===== src/rtl/regfile_scoreboard_if.sv =====
// rtl/regfile_scoreboard_if.sv - register file / scoreboard port bundle
//   rd_addr_i/rd_data_o/rd_busy_o : packed combinational read ports
//   wr_en_i/wr_addr_i/wr_data_i   : writeback port (clears busy)
//   alloc_en_i/alloc_addr_i       : issue-stage allocation (sets busy)
//   flush_i                       : clears every busy bit
//   busy_count_o/waw_o            : registered status
interface regfile_scoreboard_if #(
  parameter int XLEN           = 32,
  parameter int REG_ADDR_WIDTH = 5,
  parameter int NUM_RD_PORTS   = 2
);
  logic [NUM_RD_PORTS*REG_ADDR_WIDTH-1:0] rd_addr_i;
  logic [NUM_RD_PORTS*XLEN-1:0]           rd_data_o;
  logic [NUM_RD_PORTS-1:0]                rd_busy_o;
  logic                                   wr_en_i;
  logic [REG_ADDR_WIDTH-1:0]              wr_addr_i;
  logic [XLEN-1:0]                        wr_data_i;
  logic                                   alloc_en_i;
  logic [REG_ADDR_WIDTH-1:0]              alloc_addr_i;
  logic                                   flush_i;
  logic [REG_ADDR_WIDTH:0]                busy_count_o;
  logic                                   waw_o;

  modport master (
    output rd_addr_i, wr_en_i, wr_addr_i, wr_data_i,
    output alloc_en_i, alloc_addr_i, flush_i,
    input  rd_data_o, rd_busy_o, busy_count_o, waw_o
  );

  modport slave (
    input  rd_addr_i, wr_en_i, wr_addr_i, wr_data_i,
    input  alloc_en_i, alloc_addr_i, flush_i,
    output rd_data_o, rd_busy_o, busy_count_o, waw_o
  );
endinterface


===== src/rtl/regfile_scoreboard.sv =====
// rtl/regfile_scoreboard.sv - register file with busy-bit scoreboard
//   clk : core clock, rising edge
//   rst : asynchronous active-high reset
//   bus : regfile_scoreboard_if.slave (reads, writeback, allocation, flush, status)
module regfile_scoreboard #(
  parameter int XLEN           = 32,
  parameter int REG_ADDR_WIDTH = 5,
  parameter int NUM_RD_PORTS   = 2,
  parameter int BYPASS         = 1
) (
  input logic                 clk,
  input logic                 rst,
  regfile_scoreboard_if.slave bus
);
  localparam int REG_COUNT = 2 ** REG_ADDR_WIDTH;
  localparam int CW        = REG_ADDR_WIDTH + 1;

  logic [XLEN-1:0]      regs_q [REG_COUNT];
  logic [XLEN-1:0]      regs_d [REG_COUNT];
  logic [REG_COUNT-1:0] busy_q;
  logic [REG_COUNT-1:0] busy_d;
  logic [CW-1:0]        busy_count_q;
  logic [CW-1:0]        busy_count_d;
  logic                 waw_q;
  logic                 waw_d;

  always_comb begin
    regs_d = regs_q;
    if (bus.wr_en_i && (bus.wr_addr_i != '0)) begin
      regs_d[bus.wr_addr_i] = bus.wr_data_i;
    end

    // Allocation is applied after the write-clear so a newly issued
    // producer keeps the register busy; flush overrides both.
    busy_d = busy_q;
    if (bus.flush_i) begin
      busy_d = '0;
    end else begin
      if (bus.wr_en_i) begin
        busy_d[bus.wr_addr_i] = 1'b0;
      end
      if (bus.alloc_en_i) begin
        busy_d[bus.alloc_addr_i] = 1'b1;
      end
    end
    busy_d[0] = 1'b0;

    waw_d = bus.alloc_en_i && !bus.flush_i && (bus.alloc_addr_i != '0) &&
            busy_q[bus.alloc_addr_i] &&
            !(bus.wr_en_i && (bus.wr_addr_i == bus.alloc_addr_i));

    busy_count_d = '0;
    for (int r = 0; r < REG_COUNT; r++) begin
      busy_count_d = busy_count_d + CW'(busy_d[r]);
    end
  end

  always_ff @(posedge clk or posedge rst) begin
    if (rst) begin
      for (int r = 0; r < REG_COUNT; r++) begin
        regs_q[r] <= '0;
      end
      busy_q       <= '0;
      busy_count_q <= '0;
      waw_q        <= 1'b0;
    end else begin
      regs_q       <= regs_d;
      busy_q       <= busy_d;
      busy_count_q <= busy_count_d;
      waw_q        <= waw_d;
    end
  end

  // Read ports: same-cycle allocation is deliberately not forwarded, only
  // writeback data and its busy-clear.
  for (genvar p = 0; p < NUM_RD_PORTS; p++) begin : g_rd
    logic [REG_ADDR_WIDTH-1:0] rd_a;
    logic                      rd_hit;

    assign rd_a   = bus.rd_addr_i[p*REG_ADDR_WIDTH +: REG_ADDR_WIDTH];
    assign rd_hit = (BYPASS != 0) && bus.wr_en_i && (bus.wr_addr_i == rd_a);

    assign bus.rd_data_o[p*XLEN +: XLEN] = (rd_a == '0) ? '0 :
                                           rd_hit       ? bus.wr_data_i :
                                                          regs_q[rd_a];
    assign bus.rd_busy_o[p] = busy_q[rd_a] && !rd_hit;
  end

  assign bus.busy_count_o = busy_count_q;
  assign bus.waw_o        = waw_q;
endmodule


===== src/flat_wrapper.sv =====
// flat-port wrapper written by rule: the top's interface ports become plain ports
module regfile_scoreboard_flat 
#(
  parameter int XLEN           = 32,
  parameter int REG_ADDR_WIDTH = 5,
  parameter int NUM_RD_PORTS   = 2,
  parameter int BYPASS         = 1
)
  (clk, rst, bus_rd_addr_i, bus_wr_en_i, bus_wr_addr_i, bus_wr_data_i, bus_alloc_en_i, bus_alloc_addr_i, bus_flush_i, bus_rd_data_o, bus_rd_busy_o, bus_busy_count_o, bus_waw_o);
  regfile_scoreboard_if #(.XLEN(XLEN), .REG_ADDR_WIDTH(REG_ADDR_WIDTH), .NUM_RD_PORTS(NUM_RD_PORTS)) bus_i ();
  input logic clk;
  input logic rst;
  input wire logic [$bits(bus_i.rd_addr_i)-1:0] bus_rd_addr_i;
  input wire logic [$bits(bus_i.wr_en_i)-1:0] bus_wr_en_i;
  input wire logic [$bits(bus_i.wr_addr_i)-1:0] bus_wr_addr_i;
  input wire logic [$bits(bus_i.wr_data_i)-1:0] bus_wr_data_i;
  input wire logic [$bits(bus_i.alloc_en_i)-1:0] bus_alloc_en_i;
  input wire logic [$bits(bus_i.alloc_addr_i)-1:0] bus_alloc_addr_i;
  input wire logic [$bits(bus_i.flush_i)-1:0] bus_flush_i;
  output wire logic [$bits(bus_i.rd_data_o)-1:0] bus_rd_data_o;
  output wire logic [$bits(bus_i.rd_busy_o)-1:0] bus_rd_busy_o;
  output wire logic [$bits(bus_i.busy_count_o)-1:0] bus_busy_count_o;
  output wire logic [$bits(bus_i.waw_o)-1:0] bus_waw_o;
  assign bus_i.rd_addr_i = bus_rd_addr_i;
  assign bus_i.wr_en_i = bus_wr_en_i;
  assign bus_i.wr_addr_i = bus_wr_addr_i;
  assign bus_i.wr_data_i = bus_wr_data_i;
  assign bus_i.alloc_en_i = bus_alloc_en_i;
  assign bus_i.alloc_addr_i = bus_alloc_addr_i;
  assign bus_i.flush_i = bus_flush_i;
  assign bus_rd_data_o = bus_i.rd_data_o;
  assign bus_rd_busy_o = bus_i.rd_busy_o;
  assign bus_busy_count_o = bus_i.busy_count_o;
  assign bus_waw_o = bus_i.waw_o;
  regfile_scoreboard #(.XLEN(XLEN), .REG_ADDR_WIDTH(REG_ADDR_WIDTH), .NUM_RD_PORTS(NUM_RD_PORTS), .BYPASS(BYPASS)) u_core (.clk(clk), .rst(rst), .bus(bus_i));
endmodule

===== config.mk =====
export PLATFORM = sky130hd
export DESIGN_NAME = regfile_scoreboard_flat
export DESIGN_NICKNAME = d
export VERILOG_FILES = /design/src/rtl/regfile_scoreboard_if.sv /design/src/rtl/regfile_scoreboard.sv /design/src/flat_wrapper.sv
export SDC_FILE = /design/constraint.sdc
export NUM_CORES = 2
export LEC_CHECK = 0
export CORE_UTILIZATION = 60
export DETAILED_ROUTE_END_ITERATION = 16
export GPL_ROUTABILITY_DRIVEN = 0
export PLACE_DENSITY = 0.78
export SLEW_MARGIN = 20
export SYNTH_ARGS = -nofsm -noshare
export SYNTH_HDL_FRONTEND = slang
export SYNTH_SLANG_ARGS = --single-unit

===== constraint.sdc =====
create_clock -name clk -period 60.4 [get_ports clk]
set_input_delay 18.12 -clock clk [delete_from_list [all_inputs] [get_ports clk]]
set_output_delay 18.12 -clock clk [all_outputs]
set_load 0.01 [all_outputs]

==> metrics <==
drt initial violations 5,020; Synth area leader dfrtp_1; die width around 310 um; Crit. Startpoint bus_rd_addr_i[2]; async set or reset register ratio after synthesis 1.00; Starting Density 0.607; worst-margin pin slew 1.21 ns; placed cells 5,162; Reg-to-Reg Start u_core.busy_q[1]$_DFF_PP0_; Hold Fails Final Rpt 0; vias per cell 7.36; CP arrival 22.74 ns; sequential area share after synthesis 0.452; Synth Instances 4,089; prevailing post-synth register cell dfrtp_1; num rows roughly 110; static leakage 27.9 nW; critical path's slowest cell buf_4; number of synthesis warnings 0; GRT overflow 0; num ports 130; VDD IR max 22.9 uV; Max H-tree Level 3; Final period util 0.677; Top cell by count, worst path buf_4; unrepaired setup endpoints after global routing no; number of fill cells 6,596; first-pass GRT wire length 270 mm; final std cells w/o fill 5,360; met3 routed WL 22.2 mm; Post-synth EDFFs 0; Mapped Nets 4,178; post-DR wirelength/cell 34.1 um; crit path time final 40.86 ns; endpoint type of the worst setup path output pin; final setup margin 19.54 ns; Hold Startpoint u_core.regs_q[1023]$_DFFE_PP0P_; cell area power density roughly 32 nW/um2; Synth Register Bits 1,062; final wirelength 183 mm; critical path launch point type primary input; Clock Tree Buf Depth 3; synth top area cells dfrtp_1 (45%), mux2_2 (19%), mux4_2 (18%); crit path kind primary input to output pin; Buffers on Ports 129; routed via count a little under 40,000; failing checks design-rule violations; clock root buffer clkbuf_16; Tot GR Track Use 0.375; share of layout cells above drive strength 1 0.452; CTS sink cnt 1,062; CP max stage delay about 0.80 ns; vias in the first global route 39,463; Int Pwr 1.50 mW; NumNets Final 4,088; Die Y-Extent 315 um; Layout area overhead 8.92%; Distinct cells, synth 63; core area 96,900 um2; Post-Place Worst Slack 19.73 ns; die area 99,200 um2; combinational power share 0.209; final slew viol count 0; clock power share 0.336; post-synth top area share 0.452; Mapped Area 58,800 um2; TritonRoute pass-1 iters 12; CTS Buf Count 110; CTS tree yes; antenna-violating nets left 0; Total Power around 2.1 mW; Core Util, Final 0.661; Worst Path Max Fanout 79; met2 routed WL 82.4 mm; met1 WL about 68 mm; postcts setup bufs 0; DRC errors left 14; fmax between 0.02 and 0.025 GHz; # setup viols final 0; run status finished, violations left; CP cell instances clkbuf_8 > buf_4 > buf_4 > nor3_1 > nand2_1 > o21ai_0 > a21oi_1 > clkdlybuf4s50_1; initial antenna violation count 8; skew final between 0.006 and 0.007 ns; Seq pwr share 0.454; Resize count post-CTS 0; WP data required around 42 ns; top layer in use met5; register-to-register setup slack 55.19 ns; clk_lat worst skew 0.68 ns; clock transition at the registers of the reported paths 0.06 ns; Switch Pwr 0.571 mW; hold buffers post-CTS 0; Syn Area/Cell 14.4 um2; largest net degree at the start of global routing 118; headroom to the max-slew limit 0.188; Hold Crit Class register to register; number of max-cap violations 0; final setup TNS 0 ns; HPWL Detailed 101 mm; Sw Share 0.275
-- power groups by stage --
stage          clock network, mW  registers (mW)  logic, mW
3_5_place_dp                   0           0.947      0.428
6_report                   0.698           0.942      0.434
4_1_cts                    0.700           0.936      0.431
5_1_grt                    0.728           0.956      0.460
2_1_floorplan                  0           0.918      0.334
3_3_place_gp                   0           0.938      0.417
-- final timing paths --
check | endpoint | depth (start not counted)
min in group asynchronous | u_core.regs_q[386]$_DFFE_PP0P_ | 2
max reg2reg | u_core.bus.busy_count_o[4]$_DFF_PP0_ | 16
min reg2reg | u_core.regs_q[1023]$_DFFE_PP0P_ | 0
max in group asynchronous | u_core.regs_q[156]$_DFFE_PP0P_ | 4
max | bus_rd_data_o[15] | 8
min | u_core.regs_q[1023]$_DFFE_PP0P_ | 0
-- synth_stat cells (20+ instances only) --
master    instances
dfrtp_1        1062
mux2_2          991
mux4_2          468
mux2i_1         215
clkbuf_1        197
nand2_1         149
buf_2           117
a22oi_1          91
a21oi_1          79
nor2_1           67
o21ai_0          63
buf_4            57
inv_1            56
buf_6            49
a221oi_1         42
a211oi_1         37
nor2b_1          29
buf_1            26
fa_1             23
a221o_1          20
-- cell type report --
cell class                      instances  area (um2)  area share
Timing Repair Buffer                  248        2210      0.0346
Inverter                               57         221     0.00346
Clock buffer                          150        3160      0.0494
Antenna cell                            1        2.50   0.0000391
Tap cell                             1276        1600      0.0249
Sequential cell                      1062       26600       0.415
Multi-Input combinational cell       2520       29700       0.464
Clock inverter                         46         507     0.00792
-- logic make-up (layout without fill, tap and decap cells) --
kind of cell	Yosys count	in the layout	share of synthesized area
multiplexers	1685	1685	0.408
flip-flops	1062	1062	0.452
buffers and inverters	507	501	0.0456
AO/OA/AOI/OAI	447	447	0.0545
AND/OR/NAND/NOR	338	338	0.0271
adder cells (fa/ha/maj)	32	32	0.00975
XOR/XNOR	18	18	0.00268
other	0	1	0
-- registers in the layout, indices dropped and copies added, names as in the netlist --
signal and count:
u_core.regs_q 1024, u_core.busy_q 31, u_core.bus.waw_o 1, u_core.bus.busy_count_o 6
-- critical path, delay by kind of cell --
family                 cells  cell delay [ns]
buffers and inverters      4             2.83
AO/OA/AOI/OAI              2             0.82
AND/OR/NAND/NOR            2             0.91
-- per-stage QoR --
step           area (um2)  hold slack (ns)
2_1_floorplan       58800            0.441
3_3_place_gp        60300            0.377
3_5_place_dp        60300            0.383
4_1_cts             64000            0.397
5_1_grt             64000            0.406
6_report            64000            0.396
-- routing by layer --
metal / vias up / track usage
met5: - / 0
met3: 589 / 0.111
met2: 2625 / 0.555
met4: 14 / 0.178
met1: 20782 / 0.511
li1: 15463 / -
-- cell usage in the layout, fill, tap and decap left out, types with 12 or more instances in the layout --
cell             Yosys  final
o21ai_0             63     63
a21o_1              18     18
nand2_2              0     16
clkdlybuf4s50_1      0    113
clkbuf_16            0    111
dfrtp_1           1062   1062
mux2i_1            215    215
nor3b_1             14     14
clkinv_2             0     30
inv_1               56     54
a21oi_1             79     78
nand3_1             19     18
xor2_1              13     13
nor2_4               0     18
a211oi_1            37     37
clkbuf_1           197     15
a221o_1             20     20
clkbuf_8             0     25
nor2_1              67     49
nand2_1            149    133
nor2b_1             29     25
o22ai_1             19     19
a22oi_1             91     91
buf_4               57    117
fa_1                23     23
nand2b_1            12     12
a32oi_1             19     19
a221oi_1            42     42
nor3_1              15     15
mux2_2             991    991
mux4_2             468    468
Note: power is estimated with default switching activity, not from simulation.
